$ cat config.mk
export PLATFORM = sky130hd
export DESIGN_NAME = display_value_writer
export DESIGN_NICKNAME = d
export VERILOG_FILES = /design/src/rtl/display_value_writer.sv
export SDC_FILE = /design/constraint.sdc
export NUM_CORES = 1
export LEC_CHECK = 0
export ABC_AREA = 1
export CORE_MARGIN = 8
export CORE_UTILIZATION = 50
export CTS_CLUSTER_DIAMETER = 200
export CTS_CLUSTER_SIZE = 28
export DETAILED_ROUTE_END_ITERATION = 8
export GPL_TIMING_DRIVEN = 1
export PLACE_DENSITY_LB_ADDON = 0.05
export SYNTH_ARGS = -nofsm -noshare
export SYNTH_HDL_FRONTEND = slang
export SYNTH_SLANG_ARGS = --single-unit
export TNS_END_PERCENT = 100
$ cat constraint.sdc
create_clock -name clk -period 2.5 [get_ports clk]
set_input_delay 0.625 -clock clk [delete_from_list [all_inputs] [get_ports clk]]
set_output_delay 0.625 -clock clk [all_outputs]
set_load 0.1 [all_outputs]
$ cat src/rtl/display_value_writer.sv
// display_value_writer: binary to BCD via double-dabble, then four strobed digit writes to a 7-seg controller
module display_value_writer #(
  parameter int         STROBE_LEN = 2,
  parameter bit         LZ_BLANK   = 1'b1,
  parameter logic [4:0] BLANK_CODE = 5'h0F
) (
  input  logic        clk,
  input  logic        rst,
  input  logic        in_valid,
  output logic        in_ready,
  input  logic [13:0] value,
  input  logic [3:0]  attr,
  output logic [7:0]  ctrl,
  output logic        busy,
  output logic        done,
  output logic        over
);
  typedef enum logic [2:0] {IDLE, CONV, SETUP, STROBE, HOLD} state_t;
  state_t state, nxt;
  logic [15:0] bcd, adj;
  logic [13:0] sh;
  logic [3:0]  at, cnt, digit;
  logic [1:0]  pos;
  logic [3:0]  sa;
  logic [4:0]  code;
  logic        accept, blank;
  assign accept = in_valid & in_ready;
  always_ff @(posedge clk)
    if (rst) state <= IDLE;
    else state <= nxt;
  always_comb begin
    nxt = state;
    unique case (state)
      IDLE:    nxt = accept ? CONV : IDLE;
      CONV:    nxt = cnt == 4'd13 ? SETUP : CONV;
      SETUP:   nxt = STROBE;
      STROBE:  nxt = cnt == 4'(STROBE_LEN - 1) ? HOLD : STROBE;
      HOLD:    nxt = pos == 2'd3 ? IDLE : SETUP;
      default: nxt = IDLE;
    endcase
  end
  always_comb begin
    adj = bcd;
    for (int i = 0; i < 4; i++)
      if (bcd[4*i +: 4] >= 4'd5) adj[4*i +: 4] = bcd[4*i +: 4] + 4'd3;
  end
  always_ff @(posedge clk)
    if (rst) begin
      bcd  <= '0;
      sh   <= '0;
      at   <= '0;
      cnt  <= '0;
      pos  <= '0;
      over <= 1'b0;
      done <= 1'b0;
    end else begin
      done <= state == HOLD && pos == 2'd3;
      cnt  <= state != nxt ? 4'd0 : cnt + 4'd1;
      if (accept) begin
        sh   <= value;
        at   <= attr;
        pos  <= 2'd0;
        over <= value >= 14'd10000;
        bcd  <= value >= 14'd10000 ? 16'h9999 : 16'h0000;
      end
      // out-of-range values keep the preloaded 9999 instead of converting
      if (state == CONV && !over) begin
        bcd <= {adj[14:0], sh[13]};
        sh  <= {sh[12:0], 1'b0};
      end
      if (state == HOLD) pos <= pos + 2'd1;
    end
  always_comb begin
    in_ready = state == IDLE;
    busy     = !in_ready;
    sa       = {~pos, 2'b00};
    digit    = 4'(bcd >> sa);
    blank    = LZ_BLANK && pos != 2'd3 && (bcd >> sa) == 16'd0;
    code     = blank ? BLANK_CODE : {at[pos], digit};
    ctrl     = state inside {SETUP, STROBE, HOLD} ? {state != STROBE, pos, code} : 8'h80;
  end
endmodule

After elaboration in Yosys (flattened, before gate mapping)
Index checks and enable logic that the tools add are counted.

storage, ports and cells
  input port bits = 21
  word-level logic and storage cells = 66
  bits in registers = 45
  output and inout bits = 12

operators by class
  add/subtract/negate cells = 6
  mux-type cells = 20
  $lt $le $gt $ge = 6
  shift operators = 1
  eq/ne operators = 10
  bitwise logic cells = 2
  reductions and logical operators = 12

operators by type and width
  kind                    number
  $mux W16                3
  $mux W14                2
  $ge A4 B3 Y1 const B    4
  $logic_not A16 Y1       1
  $shr A16 B4 Y16         1
  $pmux W3 S5             1
  $ge A14 B14 Y1 const B  1
  $add A4 B2 Y4 const B   3
  $mux W4                 3
  $mux W2                 4
  $mux W8                 1
  $eq A3 B2 Y1 const B    2
  $mux W3                 2
  $mux W5                 1
  $add A4 B1 Y4 const B   1
  $eq A4 B1 Y1 const B    1
  $eq A4 B4 Y1 const B    1
  $reduce_bool A2 Y1      2
  $reduce_or A2 Y1        2
  $add A3 B2 Y3 const B   1
  $eq A3 B1 Y1 const B    1
  $eq A3 B3 Y1 const B    1
  $logic_and A1 B1 Y1     3
  $logic_not A3 Y1        1
  12 further kinds        14

Longest topological paths before layout
  word-level depth = 6
  mapped depth = 10
  gate-level depth less buffers = 10

Worst setup path before layout
OpenSTA, ideal clock, no wires.

  path type = reg2out
  start = register pos[0]
  end = output port ctrl[0]
  cell stages (with the launch flop) = 10
  path buffers = 2
  path slack = -621 ps
  arrival = 2496 ps
  path through = dfxtp_1 -> buf_6 -> buf_8 -> nand2_1 -> nand2_1 -> nor2_1 -> nand3_1 -> nor2_2 -> nand2_2 -> a21oi_1

on the way
  word-level cells in the longest chain between the ends = 6
  elaborated cells between the ends (all ways) = 7
  those cells by class = eq/ne (1); shift (1); mux (2); bitwise (1); reduce/logical (2)

RTL lines
  element                 line  source
  from (decl)             23    logic [1:0] pos;
  from (signal assigned)  71    if (state == HOLD) pos <= pos + 2'd1;
  $not A2 Y2              76    sa = {~pos, 2'b00};
  $shr A16 B4 Y16         78    blank = LZ_BLANK && pos != 2'd3 && (bcd >> sa) == 16'd0;
  $logic_not A16 Y1       78
  $logic_and A1 B1 Y1     78
  $mux W5 *               79    code = blank ? BLANK_CODE : {at[pos], digit};
  $mux W8 *               80    ctrl = state inside {SETUP, STROBE, HOLD} ? {state != STROBE, pos, code} : 8'h80;
  to (decl)               13    output logic [7:0] ctrl,

Every way passes the cells marked *; elsewhere a longest branch is shown, timed or not.

Worst setup path after layout
  start = register pos[0]
  end = output port ctrl[3]

The elaborated chain is that of the path after synthesis.

==> impl_metrics.py <==
metrics = {
    "clocking": {
        "clock_sinks": 45,
        "cts_tree": "done",
        "cts.hold.buffers_added": 0,
        "clkTransAtPathRegs_ns": 0.09,
        "cts-root-buf": "clkbuf_8",
        "clk_latency_ns": 0.29,
        "numCtsBuffers": 5,
        "clockBufferDepth": 2,
        "h-tree-depth": 2,
    },
    "floorplanning": {
        "die_x_um": 89.1,
        "dieHeight_um": 89.1,
        "rows": 26,
        "start_util_pct": 51.9,
        "die_area_um2": 7930,
        "core_um2": 5140,
        "io_pins": 33,
    },
    "sta": {
        "setup_viol": 0,
        "period_minus_slack_ns": 2.44,
        "hold_slack_ns": 0.451,
        "slew_headroom_pct": 55.6,
        "worst_clock_skew_ns": 0.00419,
        "finalMaxSlewViolations": 0,
        "hold_violations": 0,
        "worst_slack_ns": 0.0592,
        "fmax_mhz": 410,
        "post-route-period-util_pct": 97.6,
        "tightest_slew_ns": 0.665,
    },
    "worst_setup_path": {
        "crit_family": "simple AND/OR/NAND/NOR gates",
        "r2r_start": "state[2]",
        "critPathSlowestCell": "dfxtp_4",
        "cp_slowest_stage_delay_ns": 0.39,
        "cp-end-kind": "output pin",
        "reg2reg_to": "bcd[11]",
        "worst-path-max-fanout": 8,
        "path_cells": "ha_1, nor2_1, nand3_2, nor2_4, nand2_4, a21oi_4, buf_12",
        "cp_num_cells": 7,
        "worstRegToRegCells": 5,
        "crit_type": "register to output pin",
        "start_kind": "register",
        "worstPathRequired_ns": 1.88,
        "reg2reg_slack_ns": 0.87,
        "critical_path_buf_inv_count": 1,
        "cp.arrival_ns": 1.82,
    },
    "cells_and_area": {
        "layout_common_cells": "nand2_1 (97), nor2_1 (44), dfxtp_1 (43)",
        "final_cell_area_um2": 3260,
        "final_nets": 453,
        "layout-drive-gt1-share_pct": 14.7,
        "syn_to_final_growth_pct": 22.2,
        "finalNonFillerCells": 492,
        "final_common_cell": "nand2_1",
        "antennaDiodeCount": 0,
    },
    "detailed_routing": {
        "drc": 0,
        "viasPerCell": 5.22,
        "first_iter_violations": 177,
        "via_count": 2570,
        "drtAntennaViolNets": 0,
        "drt-total-wl_um": 6460,
        "wl_per_cell_um": 13.1,
        "firstDrtPassIters": 4,
    },
    "placement": {
        "hpwl_um": 4520,
        "place_area_um2": 3060,
        "gp_congestion": 0.868,
        "numPlacedInstances": 481,
        "port_buffers": 32,
        "dp_slack_ns": 0.135,
    },
    "grt": {
        "grt_remaining_overflow": 0,
        "grt_pass1_wl_um": 10600,
        "globalRouteTotalUtil_pct": 16.7,
        "antenna_found_initial": 0,
        "grt_pass1_vias": 2421,
        "grt_max_degree": 30,
    },
    "worst_hold_path": {
        "hold_path.class": "register to register",
        "hp-start": "at[2]",
        "hold_depth": 2,
        "min_delay_worst_endpoint": "at[2]",
    },
    "logic_synthesis": {
        "ys_seq_area_share_pct": 33.7,
        "synth_top_cell_by_area": "dfxtp_1",
        "synth-async-reset-ratio_pct": 0,
        "synth_edf_count": 0,
        "synth-simple-area-share_pct": 29.6,
        "synth_area_leaders": "dfxtp_1 (34%), nand2_1 (14%), o21ai_0 (6.7%), nor2_1 (6.5%), inv_1 (5.6%)",
        "synthMuxAreaShare_pct": 0,
        "avgSynthCellArea_um2": 6.88,
        "ys_types": 34,
        "synth_compound_area_share_pct": 18.8,
        "synth_top_family_by_area": "simple AND/OR/NAND/NOR gates",
        "yosysWarnings": 0,
        "synth_area_um2": 2670,
        "synth-xor-area-share_pct": 1.31,
        "synth_ff_type": "dfxtp_1",
        "synth_nets": 420,
        "synth_fa_ha_area_share_pct": 5.15,
        "ys_ff_latch": 45,
        "synth_top_area_share_pct": 33.7,
        "syn_inst": 388,
    },
    "run": {
        "maxCapViolCount": 0,
    },
    "power": {
        "combPwrFrac_pct": 22.9,
        "irDropWorstVdd_v": 0.000395,
        "p_switching_uw": 564,
        "total_power_uw": 1800,
        "p_sw_share_pct": 31.3,
        "leakage_uw": 0.00134,
        "p_clk_share_pct": 31.9,
        "power_density_nw_per_um2": 553,
        "intPower_uw": 1240,
        "power_frac_seq_pct": 45.2,
    },
    "run_status": {
        "outcome": "completed",
    },
}
==> worst reg2reg max path: stages (launching register included) <==
cell	delay, ns
dfxtp_1	0.36
nor2_4	0.16
nand2_2	0.10
nor2_4	0.52
o211ai_1	0.22
a31oi_1	0.20
==> worst max path at each step <==
| stage | start | to |
|---|---|---|
| floorplan | state[1] | ctrl[5] |
| global placement | pos[0] | ctrl[0] |
| detailed placement | pos[0] | ctrl[1] |
| CTS | pos[0] | ctrl[1] |
| global route | pos[0] | ctrl[3] |
| finish | pos[0] | ctrl[3] |
==> per-layer routing <==
| metal | GRT usage, % | wire [um] |
|---|---|---|
| met1 | 20.6 | 3100 |
| met2 | 28.2 | 3030 |
| met3 | 3.58 | 249 |
| met4 | 5.44 | 81 |
| met5 | 0 | 0 |
==> flip-flops by register name (all words and copies together) (netlist names) <==
signal  count
over        1
cnt         4
state       3
pos         2
at          4
sh         14
bcd        16
done        1
==> layout make-up <==
class,count,area (um2)
fillers,496,1880
multi-input cells,284,1540
clock buffers,7,86.3
clock inverters,1,30.0
inverters,45,176
well taps,70,87.6
flip-flops and latches,45,906
repair buffers,40,442
==> per-stage QoR <==
stage	util [%]	setup TNS (ns)
final	63.5	0
after global routing	63.5	-0.0224
after CTS	61.9	0
after detailed placement	59.5	0
after global placement	59.5	0
after floorplan	-	-0.731
==> power groups by stage <==
stage	Sequential (uW)	Clock, uW	Combinational, uW
after CTS	814	585	397
after floorplan	826	0	311
after detailed placement	831	0	395
after global placement	831	0	388
after global routing	821	615	465
final	815	575	414
==> logic make-up (layout without fill, tap and decap cells) <==
family	Yosys count	count (layout)
compound gates	87	87
xor+xnor	4	4
fa+ha+maj	11	11
buf+inv	59	93
flops	45	45
simple gates	182	182
==> cells in the mapped netlist, types with 4 or more instances <==
cell type	number
inv_1	40
a21oi_2	5
o211ai_1	4
dfxtp_1	45
nand2_1	98
buf_6	6
ha_1	11
a21oi_1	19
nor2_1	46
a31oi_1	16
o21ai_0	36
nand3_1	22
==> repair_timing <==
item                       in CTS  in global routing
resized for setup               2                 14
setup endpoints to repair       5                  4
gates cloned                    0                  0
pin swaps                       0                  5
buffers inserted                0                  3
Power figures use the tool's default switching activity.
